File: src/rtl/enqueue_buffer_writer_pkg.sv
// rtl/enqueue_buffer_writer_pkg.sv - shared types and constants for the enqueue buffer writer
package enqueue_buffer_writer_pkg;

   localparam int DATA_WIDTH_DEF      = 256;
   localparam int KEEP_WIDTH_DEF      = 32;
   localparam int PKT_INFO_WIDTH      = DATA_WIDTH_DEF + KEEP_WIDTH_DEF + 1;
   localparam int PKT_ADDR_WIDTH_DEF  = 12;
   localparam int META_ADDR_WIDTH_DEF = 11;
   localparam int PORT_COUNT_DEF      = 5;
   localparam int PORT_CNT_WIDTH      = 11;

   localparam int DESC_META_W  = META_ADDR_WIDTH_DEF;
   localparam int DESC_PKT_W   = PKT_ADDR_WIDTH_DEF;
   localparam int DESC_LEN_W   = PKT_ADDR_WIDTH_DEF + 1;
   localparam int DESC_PORTS_W = PORT_COUNT_DEF;

   localparam int ERR_PROTOCOL      = 0;
   localparam int ERR_OVERFLOW      = 1;
   localparam int ERR_REL_UNDERFLOW = 2;

   typedef enum logic {
      ST_IDLE = 1'b0,
      ST_BODY = 1'b1
   } enq_state_t;

   // Field order fixes the packed offsets: err at bit 0, meta_addr at the top.
   typedef struct packed {
      logic [DESC_META_W-1:0]  meta_addr;
      logic [DESC_PKT_W-1:0]   pkt_addr;
      logic [DESC_LEN_W-1:0]   len;
      logic [DESC_PORTS_W-1:0] ports;
      logic                    err;
   } desc_t;

endpackage

File: src/rtl/enq_port_counter.sv
// rtl/enq_port_counter.sv - saturating per-port queued-packet counter with threshold compare
module enq_port_counter
   import enqueue_buffer_writer_pkg::*;
#(
   parameter int W      = PORT_CNT_WIDTH,
   parameter int THRESH = 200
) (
   input  logic clk,
   input  logic rst,
   input  logic i_inc,
   input  logic i_dec,
   output logic o_at_thresh
);

   logic [W-1:0] r_count;

   always_ff @(posedge clk or posedge rst) begin
      if (rst) begin
         r_count <= '0;
      end else begin
         case ({i_inc, i_dec})
            2'b10:   if (r_count != {W{1'b1}}) r_count <= r_count + 1'b1;
            2'b01:   if (r_count != '0) r_count <= r_count - 1'b1;
            default: r_count <= r_count;
         endcase
      end
   end

   assign o_at_thresh = (r_count >= W'(THRESH));

endmodule

File: src/rtl/enqueue_buffer_writer.sv
// rtl/enqueue_buffer_writer.sv - registered packet/metadata write ports, descriptors, free-space and port tracking
// Optional ENQ_BUF_STATS_EN adds m_axis_stat_pkts / m_axis_stat_drops counters.
module enqueue_buffer_writer
   import enqueue_buffer_writer_pkg::*;
#(
   parameter int DATA_WIDTH        = DATA_WIDTH_DEF,
   parameter int KEEP_WIDTH        = KEEP_WIDTH_DEF,
   parameter int SUME_WIDTH        = 128,
   parameter int OUTPUT_PORT_COUNT = PORT_COUNT_DEF,
   parameter int PKT_ADDR_WIDTH    = PKT_ADDR_WIDTH_DEF,
   parameter int META_ADDR_WIDTH   = META_ADDR_WIDTH_DEF,
   parameter int MAX_PKT_BEATS     = 64,
   parameter int PORT_PKT_THRESH   = 200
) (
   input  logic                                 clk,
   input  logic                                 rst,
   input  logic [DATA_WIDTH+KEEP_WIDTH:0]       s_axis_pkt_info,
   input  logic [SUME_WIDTH-1:0]                s_axis_sume_meta,
   input  logic [OUTPUT_PORT_COUNT-1:0]         s_axis_output_port_bit_array,
   input  logic                                 s_axis_ctl_pkt_wr_en,
   input  logic                                 s_axis_ctl_pkt_addr_update,
   input  logic                                 s_axis_ctl_meta_wr_en,
   input  logic                                 s_axis_ctl_meta_addr_update,
   input  logic                                 s_axis_release_valid,
   input  logic [PKT_ADDR_WIDTH:0]              s_axis_release_beats,
   input  logic [OUTPUT_PORT_COUNT-1:0]         s_axis_port_deq,
   output logic                                 m_axis_pkt_mem_we,
   output logic [PKT_ADDR_WIDTH-1:0]            m_axis_pkt_mem_addr,
   output logic [DATA_WIDTH+KEEP_WIDTH:0]       m_axis_pkt_mem_din,
   output logic                                 m_axis_meta_mem_we,
   output logic [META_ADDR_WIDTH-1:0]           m_axis_meta_mem_addr,
   output logic [SUME_WIDTH-1:0]                m_axis_meta_mem_din,
   output logic                                 m_axis_desc_valid,
   output logic [META_ADDR_WIDTH-1:0]           m_axis_desc_meta_addr,
   output logic [PKT_ADDR_WIDTH-1:0]            m_axis_desc_pkt_addr,
   output logic [PKT_ADDR_WIDTH:0]              m_axis_desc_len,
   output logic [OUTPUT_PORT_COUNT-1:0]         m_axis_desc_ports,
   output logic                                 m_axis_desc_err,
   output logic [OUTPUT_PORT_COUNT-1:0]         m_axis_buffer_almost_full_bit_array,
   output logic [2:0]                           m_axis_err_flags
`ifdef ENQ_BUF_STATS_EN
   ,
   output logic [31:0]                          m_axis_stat_pkts,
   output logic [31:0]                          m_axis_stat_drops
`endif
);

   localparam logic [PKT_ADDR_WIDTH:0] DEPTH = {1'b1, {PKT_ADDR_WIDTH{1'b0}}};

   enq_state_t                     r_state;
   logic [PKT_ADDR_WIDTH-1:0]      r_pkt_ptr;
   logic [META_ADDR_WIDTH-1:0]     r_meta_ptr;
   logic [PKT_ADDR_WIDTH:0]        r_free;
   desc_t                          r_cur;
   desc_t                          r_desc;
   logic                           r_desc_valid;
   logic                           r_pkt_we;
   logic [PKT_ADDR_WIDTH-1:0]      r_pkt_addr;
   logic [DATA_WIDTH+KEEP_WIDTH:0] r_pkt_din;
   logic                           r_meta_we;
   logic [META_ADDR_WIDTH-1:0]     r_meta_addr;
   logic [SUME_WIDTH-1:0]          r_meta_din;
   logic [2:0]                     r_err_flags;
   logic [OUTPUT_PORT_COUNT-1:0]   r_af;

   logic                           w_start, w_drop, w_accept, w_full, w_write, w_emit;
   logic                           w_pkt_adv, w_meta_adv;
   logic [PKT_ADDR_WIDTH:0]        w_rel;
   logic [PKT_ADDR_WIDTH+1:0]      w_free_sum;
   logic                           w_rel_over;
   logic [2:0]                     w_err_set;
   desc_t                          w_desc;
   logic [OUTPUT_PORT_COUNT-1:0]   w_inc, w_ge;

   assign w_start    = (r_state == ST_IDLE) & s_axis_ctl_meta_wr_en & s_axis_ctl_pkt_wr_en;
   assign w_drop     = (r_state == ST_IDLE) & s_axis_ctl_pkt_wr_en & ~s_axis_ctl_meta_wr_en;
   assign w_accept   = w_start | ((r_state == ST_BODY) & s_axis_ctl_pkt_wr_en);
   assign w_full     = (r_free == '0);
   assign w_write    = w_accept & ~w_full;
   assign w_emit     = w_accept & s_axis_pkt_info[0];
   // A strobed beat that was not written must not consume an address.
   assign w_pkt_adv  = s_axis_ctl_pkt_addr_update & ~(s_axis_ctl_pkt_wr_en & ~w_write);
   assign w_meta_adv = s_axis_ctl_meta_addr_update & ~(s_axis_ctl_meta_wr_en & ~w_start);

   assign w_rel      = s_axis_release_valid ? s_axis_release_beats : '0;
   assign w_free_sum = {1'b0, r_free} + {1'b0, w_rel} - {{(PKT_ADDR_WIDTH+1){1'b0}}, w_write};
   assign w_rel_over = (w_free_sum > {1'b0, DEPTH});

   always_comb begin
      w_desc.meta_addr = w_start ? r_meta_ptr : r_cur.meta_addr;
      w_desc.pkt_addr  = w_start ? r_pkt_ptr : r_cur.pkt_addr;
      w_desc.len       = w_start ? {{PKT_ADDR_WIDTH{1'b0}}, 1'b1} : r_cur.len + 1'b1;
      w_desc.ports     = w_start ? s_axis_output_port_bit_array : r_cur.ports;
      w_desc.err       = (w_start ? 1'b0 : r_cur.err) | w_full;
      w_err_set                    = '0;
      w_err_set[ERR_PROTOCOL]      = w_drop | ((r_state == ST_BODY) & s_axis_ctl_meta_wr_en);
      w_err_set[ERR_OVERFLOW]      = w_accept & w_full;
      w_err_set[ERR_REL_UNDERFLOW] = w_rel_over;
   end

   assign w_inc = (w_emit & ~w_desc.err) ? w_desc.ports : '0;

   for (genvar p = 0; p < OUTPUT_PORT_COUNT; p++) begin : g_port
      enq_port_counter #(.W(PORT_CNT_WIDTH), .THRESH(PORT_PKT_THRESH)) u_cnt (
         .clk         (clk),
         .rst         (rst),
         .i_inc       (w_inc[p]),
         .i_dec       (s_axis_port_deq[p]),
         .o_at_thresh (w_ge[p])
      );
   end

   always_ff @(posedge clk or posedge rst) begin
      if (rst) begin
         r_state      <= ST_IDLE;
         r_pkt_ptr    <= '0;
         r_meta_ptr   <= '0;
         r_free       <= DEPTH;
         r_cur        <= '0;
         r_desc       <= '0;
         r_desc_valid <= 1'b0;
         r_pkt_we     <= 1'b0;
         r_pkt_addr   <= '0;
         r_pkt_din    <= '0;
         r_meta_we    <= 1'b0;
         r_meta_addr  <= '0;
         r_meta_din   <= '0;
         r_err_flags  <= '0;
         r_af         <= '0;
      end else begin
         r_pkt_we <= w_write;
         if (w_write) begin
            r_pkt_addr <= r_pkt_ptr;
            r_pkt_din  <= s_axis_pkt_info;
         end
         r_meta_we <= w_start;
         if (w_start) begin
            r_meta_addr <= r_meta_ptr;
            r_meta_din  <= s_axis_sume_meta;
         end
         if (w_pkt_adv)  r_pkt_ptr  <= r_pkt_ptr + 1'b1;
         if (w_meta_adv) r_meta_ptr <= r_meta_ptr + 1'b1;
         if (w_accept)   r_cur      <= w_desc;
         r_desc_valid <= w_emit;
         if (w_emit)     r_desc     <= w_desc;
         r_free      <= w_rel_over ? DEPTH : w_free_sum[PKT_ADDR_WIDTH:0];
         r_err_flags <= r_err_flags | w_err_set;
         r_af        <= w_ge | {OUTPUT_PORT_COUNT{r_free < (PKT_ADDR_WIDTH+1)'(MAX_PKT_BEATS)}};
         if (w_start && !s_axis_pkt_info[0])
            r_state <= ST_BODY;
         else if (w_emit)
            r_state <= ST_IDLE;
      end
   end

`ifdef ENQ_BUF_STATS_EN
   logic [31:0] r_stat_pkts, r_stat_drops;

   always_ff @(posedge clk or posedge rst) begin
      if (rst) begin
         r_stat_pkts  <= '0;
         r_stat_drops <= '0;
      end else begin
         if (w_emit && !w_desc.err) r_stat_pkts <= r_stat_pkts + 1'b1;
         if ((w_emit && w_desc.err) || w_drop) r_stat_drops <= r_stat_drops + 1'b1;
      end
   end

   assign m_axis_stat_pkts  = r_stat_pkts;
   assign m_axis_stat_drops = r_stat_drops;
`endif

   assign m_axis_pkt_mem_we                   = r_pkt_we;
   assign m_axis_pkt_mem_addr                 = r_pkt_addr;
   assign m_axis_pkt_mem_din                  = r_pkt_din;
   assign m_axis_meta_mem_we                  = r_meta_we;
   assign m_axis_meta_mem_addr                = r_meta_addr;
   assign m_axis_meta_mem_din                 = r_meta_din;
   assign m_axis_desc_valid                   = r_desc_valid;
   assign m_axis_desc_meta_addr               = r_desc.meta_addr;
   assign m_axis_desc_pkt_addr                = r_desc.pkt_addr;
   assign m_axis_desc_len                     = r_desc.len;
   assign m_axis_desc_ports                   = r_desc.ports;
   assign m_axis_desc_err                     = r_desc.err;
   assign m_axis_buffer_almost_full_bit_array = r_af;
   assign m_axis_err_flags                    = r_err_flags;

endmodule

File: config.mk
export PLATFORM = sky130hd
export DESIGN_NAME = enqueue_buffer_writer
export DESIGN_NICKNAME = d
export VERILOG_FILES = /design/src/rtl/enqueue_buffer_writer_pkg.sv /design/src/rtl/enq_port_counter.sv /design/src/rtl/enqueue_buffer_writer.sv
export SDC_FILE = /design/constraint.sdc
export NUM_CORES = 2
export LEC_CHECK = 0
export ABC_AREA = 1
export CORE_AREA = 2 2 369 371
export DETAILED_ROUTE_END_ITERATION = 8
export DIE_AREA = 0 0 371 373
export MAX_ROUTING_LAYER = met4
export PLACE_DENSITY_LB_ADDON = 0.05
export SYNTH_ARGS = -nofsm -noshare
export SYNTH_HDL_FRONTEND = slang
export SYNTH_SLANG_ARGS = --single-unit
File: constraint.sdc
create_clock -name clk -period 58.3 [get_ports clk]
set_clock_uncertainty 0.05 [all_clocks]
set_input_delay 8.745 -clock clk [delete_from_list [all_inputs] [get_ports clk]]
set_output_delay 8.745 -clock clk [all_outputs]
set_load 0.02 [all_outputs]
After elaboration in Yosys (flattened, before gate mapping):

Index checks and enable logic that the tools add are counted.

* register bits: 627
* output and inout bits: 493
* word-level logic and storage cells: 146

* $add $sub $neg: 15
* $lt $le $gt $ge: 7
* equality and inequality tests: 25
* muxes and demuxes: 25
* bitwise operators: 27
* reductions and logical operators: 19

Operators with widths (count)
* 11-bit two-way mux: 11
* 11-bit case mux with 2 select lines: 5
* 11-bit by 1-bit adder with 11-bit output, second input constant: 6
* 11-bit by 8-bit >= comparator with 1-bit output, second input constant: 5
* 11-bit inequality test, second input constant: 5
* 11-bit nonzero test: 5
* 11-bit by 1-bit subtractor with 11-bit output, second input constant: 5
* 13-bit two-way mux: 3
* 2-bit by 1-bit inequality test with 1-bit output, second input constant: 10
* 3-bit AND reduction: 5
* 13-bit by 13-bit adder with 14-bit output: 1
* 1-bit bitwise AND: 14
* 14-bit by 13-bit > comparator with 1-bit output, second input constant: 1
* 14-bit by 1-bit subtractor with 14-bit output: 1
* 13-bit by 1-bit adder with 13-bit output, second input constant: 1
* 13-bit logical NOT: 1
* 13-bit by 7-bit less-than comparator with 1-bit output, second input constant: 1
* 12-bit by 1-bit adder with 12-bit output, second input constant: 1
* 12-bit two-way mux: 1
* 2-bit nonzero test: 6
* 2-bit by 1-bit == test with 1-bit output, second input constant: 5
* 2-bit == test, second input constant: 5
* 5-bit two-way mux: 2
* 1-bit NOT: 8
* other kinds (6): 10

Logic depth before layout (Yosys ltp):

* depth in word-level cells: 11
* mapped depth: 24
* gate-level depth less buffers: 23

Cells and area by module:

A second synthesis with hierarchy kept.

* cells, all modules: 3521
* area, all modules: 28670.0 um2

Modules (own cells, without submodules)
* enqueue_buffer_writer: instances 1, cells each 2641, area each 22977.0 um2
* enq_port_counter: instances 5, cells each 176, area each 1138.6 um2

Worst setup path after synthesis:

No wires, ideal clock.

* kind: input port to flip-flop
* from: in s_axis_ctl_meta_wr_en
* to: reg r_free[2]
* setup time: 0.078 ns
* arrival: 11.482 ns
* path slack: 46.691 ns
* cell stages on the path: 22
* buffers on the path: 2
* cells stage by stage: inv_2 > a21oi_4 > nand2_2 > inv_2 > clkbuf_1 > ha_1 > inv_1 > ha_1 > inv_1 > fa_1 > inv_1 > nand3_1 > nand2_2 > nand2_1 > nand2_1 > nand2_1 > nand2_1 > nand3_1 > nor2_1 > nand3_2 > buf_6 > a21oi_1

* cells in the longest elaborated chain, start to end: 7

RTL lines
* from (decl): line enqueue_buffer_writer.sv:22 `input logic s_axis_ctl_meta_wr_en,`
* 1-bit bitwise AND * (2 in a row): line enqueue_buffer_writer.sv:75 `assign w_start = (r_state == ST_IDLE) & s_axis_ctl_meta_wr_en & s_axis_ctl_pkt_wr_en;`
* 1-bit bitwise OR *: line enqueue_buffer_writer.sv:77 `assign w_accept = w_start | ((r_state == ST_BODY) & s_axis_ctl_pkt_wr_en);`
* 1-bit bitwise AND *: line enqueue_buffer_writer.sv:79 `assign w_write = w_accept & ~w_full;`
* via w_write: line enqueue_buffer_writer.sv:66 `logic w_start, w_drop, w_accept, w_full, w_write, w_emit;`
* 14-bit by 1-bit subtractor with 14-bit output *: line enqueue_buffer_writer.sv:86 `assign w_free_sum = {1'b0, r_free} + {1'b0, w_rel} - {{(PKT_ADDR_WIDTH+1){1'b0}}, w_write};`
* 14-bit by 13-bit > comparator with 1-bit output: line enqueue_buffer_writer.sv:87 `assign w_rel_over = (w_free_sum > {1'b0, DEPTH});`
* 13-bit two-way mux *: line enqueue_buffer_writer.sv:146 `r_free <= w_rel_over ? DEPTH : w_free_sum[PKT_ADDR_WIDTH:0];`
* to (signal assigned): line enqueue_buffer_writer.sv:146
* to (decl): line enqueue_buffer_writer.sv:53 `logic [PKT_ADDR_WIDTH:0] r_free;`

Mark *: on every way through the listed nets, which the timed path passes. The rest lies on a longest branch.
A chain may end at the register's enable or synchronous reset.

Worst setup path in the final report:

* from: in s_axis_ctl_pkt_wr_en
* to: reg g_port[1].u_cnt.r_count[0]

* cells in the longest elaborated chain, start to end: 9
* elaborated cells between the ends (all ways): 17
* classes of those cells: eq/ne (4); mux (4); bitwise (7); reduce/logical (2)

RTL lines
* from (decl): line enqueue_buffer_writer.sv:20 `input logic s_axis_ctl_pkt_wr_en,`
* 1-bit bitwise AND: line enqueue_buffer_writer.sv:75
* 1-bit two-way mux: line enqueue_buffer_writer.sv:94 `w_desc.err = (w_start ? 1'b0 : r_cur.err) | w_full;`
* 1-bit bitwise OR: line enqueue_buffer_writer.sv:94
* 1-bit NOT: line enqueue_buffer_writer.sv:101 `assign w_inc = (w_emit & ~w_desc.err) ? w_desc.ports : '0;`
* 1-bit bitwise AND: line enqueue_buffer_writer.sv:101
* 5-bit two-way mux *: line enqueue_buffer_writer.sv:101
* 2-bit by 1-bit == test with 1-bit output or 2-bit == test (tied branches): line enq_port_counter.sv:21 `case ({i_inc, i_dec})`
* 2-bit by 1-bit inequality test with 1-bit output (no source line) or 2-bit nonzero test (tied branches)
* 3-bit AND reduction (no source line)
* to (signal assigned): line enq_port_counter.sv:22 `2'b10: if (r_count != {W{1'b1}}) r_count <= r_count + 1'b1;`
* to (signal assigned): line enq_port_counter.sv:23 `2'b01: if (r_count != '0) r_count <= r_count - 1'b1;`
* to (signal assigned): line enq_port_counter.sv:24 `default: r_count <= r_count;`
* to (decl): line enq_port_counter.sv:15 `logic [W-1:0] r_count;`

Mark *: on every way between the ends. The rest lies on a longest branch, timed or not.

==> run summary <==
The minimum period implied by the final worst setup slack works out to 12.73 ns. In this run the clock root is driven by a sky130_fd_sc_hd__clkbuf_16. Headroom to the max-slew limit came out at 21.4%. For the final cell utilization of the core, the log shows 31.0%. After clock tree synthesis, the setup repair step added 0 buffers. The sequential area share after synthesis is 57.0%, and the area of the die is 0.138 mm². Number of global-route vias before repair: 24.7k. In the layout the commonest cells are sky130_fd_sc_hd__nand2_1, sky130_fd_sc_hd__clkdlybuf4s50_1, sky130_fd_sc_hd__dfrtp_1.

The distinct cell type count of the synthesized netlist is 44, and the final HPWL from detailed placement is 103000 µm. Highest-utilization routing layer at the global route stage: met2. The power density over the cells is 50.0 mW/mm², and the share of total power in sequential cells is 32.2%.

At the worst endpoint, the arrival time is 13.22 ns. The number of antenna violations at the first check in global routing was 30. The clock drives 627 sinks. Summing internal, switching and leakage power gives 2.08 mW. In this run the static leakage power is 20.2 nW. The global-route wire length before repair was 189000 µm. The total wirelength of the detailed-routed design came out at 134000 µm.

The clock insertion delay at the later pin of the skew report was 0.69 ns. The depth of the worst register-to-register path is 15, and the number of DRC markers in iteration 0 is 1334. Total iterations of the first detailed-routing run: 5. Using the TritonRoute via totals, the vias-per-cell ratio works out to 4.02. The port buffer count came out at 939. Fill cells in the final layout number 14.3k.

In this run, CTS created clock tree buffers numbering 83. Combinational cells account for 41.8% of the total power. After the last flow step, the layout net total stands at 4733.

For the pin with the worst max-slew slack, the measured transition is 1.18 ns. In this run the number of H-tree levels came out at 3. In the final routed layout, each cell accounts on average for 22.1 µm.

Setup repair after global routing left no endpoint under its margin. For this run, the number of Yosys warnings is 0. In this run the worst path has a maximum fanout of 44.

The count of instances resized after the clock tree is built was 0. The sum of negative setup slack is 0 ns, and the synthesis-stage register bit count is 627. The run finished with clean final reports.

940 I/O pins were placed. The number of endpoints failing setup at the final stage was 0; the clock-pin slew on the worst setup and hold paths was 0.06 ns. When the netlist entered floorplanning its net count stood at 3810. The count of unresolved DRC violations after routing was 0; the setup slack after layout was 45.57 ns. The maximum number of pins on one net before global-route repair was 193.

The logs give 0.808 for the final weighted congestion of routability-driven global placement and 0.135 mm² for the placeable core region. The average cell area after synthesis was 8.41 µm². Timing analysis after detailed placement gives a worst setup slack of 44.89 ns. The run gives 0 as the number of failing hold endpoints at the final stage. Critical register-to-register path startpoint: r_state. Cell internal power was estimated by the tool at 1.25 mW. Cells with a size suffix above 1 make up 4.83% of the layout. The die is 373 µm tall. Global routing consumed, over all layers together, 19.5% of the routing resources. The tool flagged a number of max-cap violations equal to 0.

The worst hold path belongs to the class reg2reg. For this configuration, the core starts out at a cell density of 20.5%. Static timing analysis puts the maximum clock frequency at 0.0785 GHz. The endpoint of the most critical register-to-register path is g_port[1].u_cnt.r_count[0]. The library cell used most frequently in the layout, excluding fill and tap cells, is sky130_fd_sc_hd__nand2_1. The beginning of the worst hold path was m_axis_meta_mem_din[51]. The layout overhead on the synthesized area is 51.5%.

The via count is 24.3k, and the total net switching power is 0.836 mW. TritonCTS built the clock tree. The register-to-register setup slack was 53.74 ns; the global routing usage on met3 was 5.91%.

Share of total power in the clock network: 26.0%. The worst setup path is launched from a primary input. The tools report the met2 usage as 32.0%.

The worst path uses 21.8% of the clock period. After global routing the overflow that remains totals 0. The global-route track usage on met1 was 23.5%. The floorplan step set the die width to 371 µm. The floorplan has 135 rows. The cell area after technology mapping is 0.0275 mm². The path with the worst hold slack has its endpoint at m_axis_meta_mem_din[51].

At the worst endpoint, the required time is 58.79 ns. The critical path endpoint category was a register. The setup path with the least slack is of type in2reg. Along the worst hold path, the cell count comes to 2. The number of hold buffers added after CTS was 0. In this run switching power makes up 40.1% of total power. The worst-case IR drop observed on VDD is 0.0227 mV. The logs give 0 for the post-detailed-route count of antenna-violating nets and 3 for the worst-case clock buffer depth.

Synthesis produced a netlist whose cell count is 3273. The tools report the final-report max-slew violation count as 0.
[cells in the mapped netlist, drive strengths merged]
| cell | n | share of area, % |
|---|---|---|
| nand3 | 75 | 1.4 |
| nand3b | 5 | 0.14 |
| nor4 | 9 | 0.23 |
| a21boi | 3 | 0.082 |
| o31ai | 3 | 0.082 |
| buf | 88 | 1.6 |
| clkbuf | 35 | 0.48 |
| or3 | 1 | 0.023 |
| a31oi | 2 | 0.045 |
| o22ai | 1 | 0.023 |
| o21a | 1 | 0.027 |
| a221oi | 1 | 0.032 |
| ha | 84 | 3.8 |
| xor2 | 49 | 1.6 |
| nand4 | 22 | 0.50 |
| inv | 203 | 2.8 |
| mux2 | 1 | 0.041 |
| nor2 | 92 | 1.3 |
| o21ai | 127 | 2.3 |
| a21oi | 66 | 1.2 |
| nand2 | 1705 | 23 |
| fa | 6 | 0.44 |
| a21o | 2 | 0.055 |
| o21bai | 9 | 0.25 |
| a31o | 2 | 0.064 |
| o211ai | 1 | 0.027 |
| dfrtp | 626 | 57 |
| xnor2 | 7 | 0.22 |
| nor3 | 23 | 0.44 |
| dfstp | 1 | 0.095 |
| or2 | 20 | 0.45 |
| and2 | 3 | 0.068 |
[power groups by stage]
stage,combinational [mW],sequential [mW],clock (mW)
global placement,0.894,0.677,0
global route,0.963,0.690,0.580
floorplan,0.328,0.793,0
detailed placement,0.887,0.677,0
finish,0.871,0.670,0.542
CTS,0.890,0.672,0.564
[per-stage QoR]
| stage | hold slack (ns) | area, µm² | cells |
|---|---|---|---|
| after floorplan | 0.388 | 27500 | 3273 |
| after global placement | 0.404 | 38800 | 5892 |
| after detailed placement | 0.403 | 38800 | 5892 |
| after CTS | 0.422 | 41700 | 6044 |
| after global routing | 0.433 | 41700 | 6054 |
| final | 0.416 | 41700 | 6055 |
[logic make-up (layout without fill, tap and decap cells)]
kind of cell,after synthesis,after routing,share of synthesized area (%)
muxes,1,1,0.0409
xor gates and xnor gates,56,56,1.78
and+or+nand+nor,1955,1955,27.8
buffers and inverters,326,1316,4.88
other,0,11,0
DFF,627,627,57.0
adders and majority gates,90,90,4.25
AOI/OAI and AO/OA,218,218,4.24
[sequential cells by signal, indices dropped and copies added (netlist names), 11 cells and up]
| name | flops |
|---|---|
| m_axis_meta_mem_din | 128 |
| m_axis_pkt_mem_din | 289 |
| m_axis_desc_pkt_addr | 12 |
| g_port.u_cnt.r_count | 55 |
| m_axis_pkt_mem_addr | 12 |
| r_pkt_ptr | 12 |
| r_meta_ptr | 11 |
| r_free | 13 |
| m_axis_meta_mem_addr | 11 |
| r_cur | 42 |
| m_axis_desc_meta_addr | 11 |
| m_axis_desc_len | 13 |
[worst max-delay path, stage by stage]
cell	delay, ns
sky130_fd_sc_hd__clkdlybuf4s50_1	0.52
sky130_fd_sc_hd__inv_2	0.09
sky130_fd_sc_hd__nor3_4	0.27
sky130_fd_sc_hd__buf_4	0.43
sky130_fd_sc_hd__inv_8	0.19
sky130_fd_sc_hd__nand2_1	0.13
sky130_fd_sc_hd__nand3_1	0.23
sky130_fd_sc_hd__nor2_1	0.35
sky130_fd_sc_hd__inv_1	0.08
sky130_fd_sc_hd__ha_1	0.36
sky130_fd_sc_hd__inv_1	0.16
sky130_fd_sc_hd__nor3_1	0.06
sky130_fd_sc_hd__a31o_2	0.26
sky130_fd_sc_hd__a31oi_1	0.73
sky130_fd_sc_hd__inv_1	0.37
sky130_fd_sc_hd__nor2_1	0.17
sky130_fd_sc_hd__a21oi_1	0.06
[how the worst max path moves through the flow]
stage | startpoint | end | slack, ns | depth (start not counted)
after floorplan | rst | g_port[0].u_cnt.r_count[0] | 31.95 | 1
after global placement | s_axis_ctl_pkt_wr_en | g_port[1].u_cnt.r_count[8] | 44.95 | 17
after detailed placement | s_axis_ctl_pkt_wr_en | g_port[1].u_cnt.r_count[0] | 44.89 | 17
after CTS | s_axis_ctl_pkt_wr_en | g_port[1].u_cnt.r_count[0] | 45.59 | 17
after global routing | s_axis_ctl_pkt_wr_en | g_port[1].u_cnt.r_count[0] | 45.03 | 17
final | s_axis_ctl_pkt_wr_en | g_port[1].u_cnt.r_count[0] | 45.57 | 17
[cell type report]
cell class | count | area [µm²] | share of cell area, %
multi-input combinational | 2320 | 10500 | 25.2
antenna | 11 | 27.5 | 0.0660
tap | 1781 | 2230 | 5.34
inverter | 203 | 785 | 1.88
clock buffer | 123 | 2480 | 5.94
timing repair buffer | 961 | 9590 | 23.0
clock inverter | 29 | 378 | 0.906
sequential | 627 | 15700 | 37.6
[layer usage]
layer / part of all wire (%) / vias up
met4: 1.5 / 0
met3: 7.7 / 123
li1: - / 12024
met5: 0 / -
met2: 48 / 700
met1: 43 / 11502
Power figures use the tool's default switching activity.
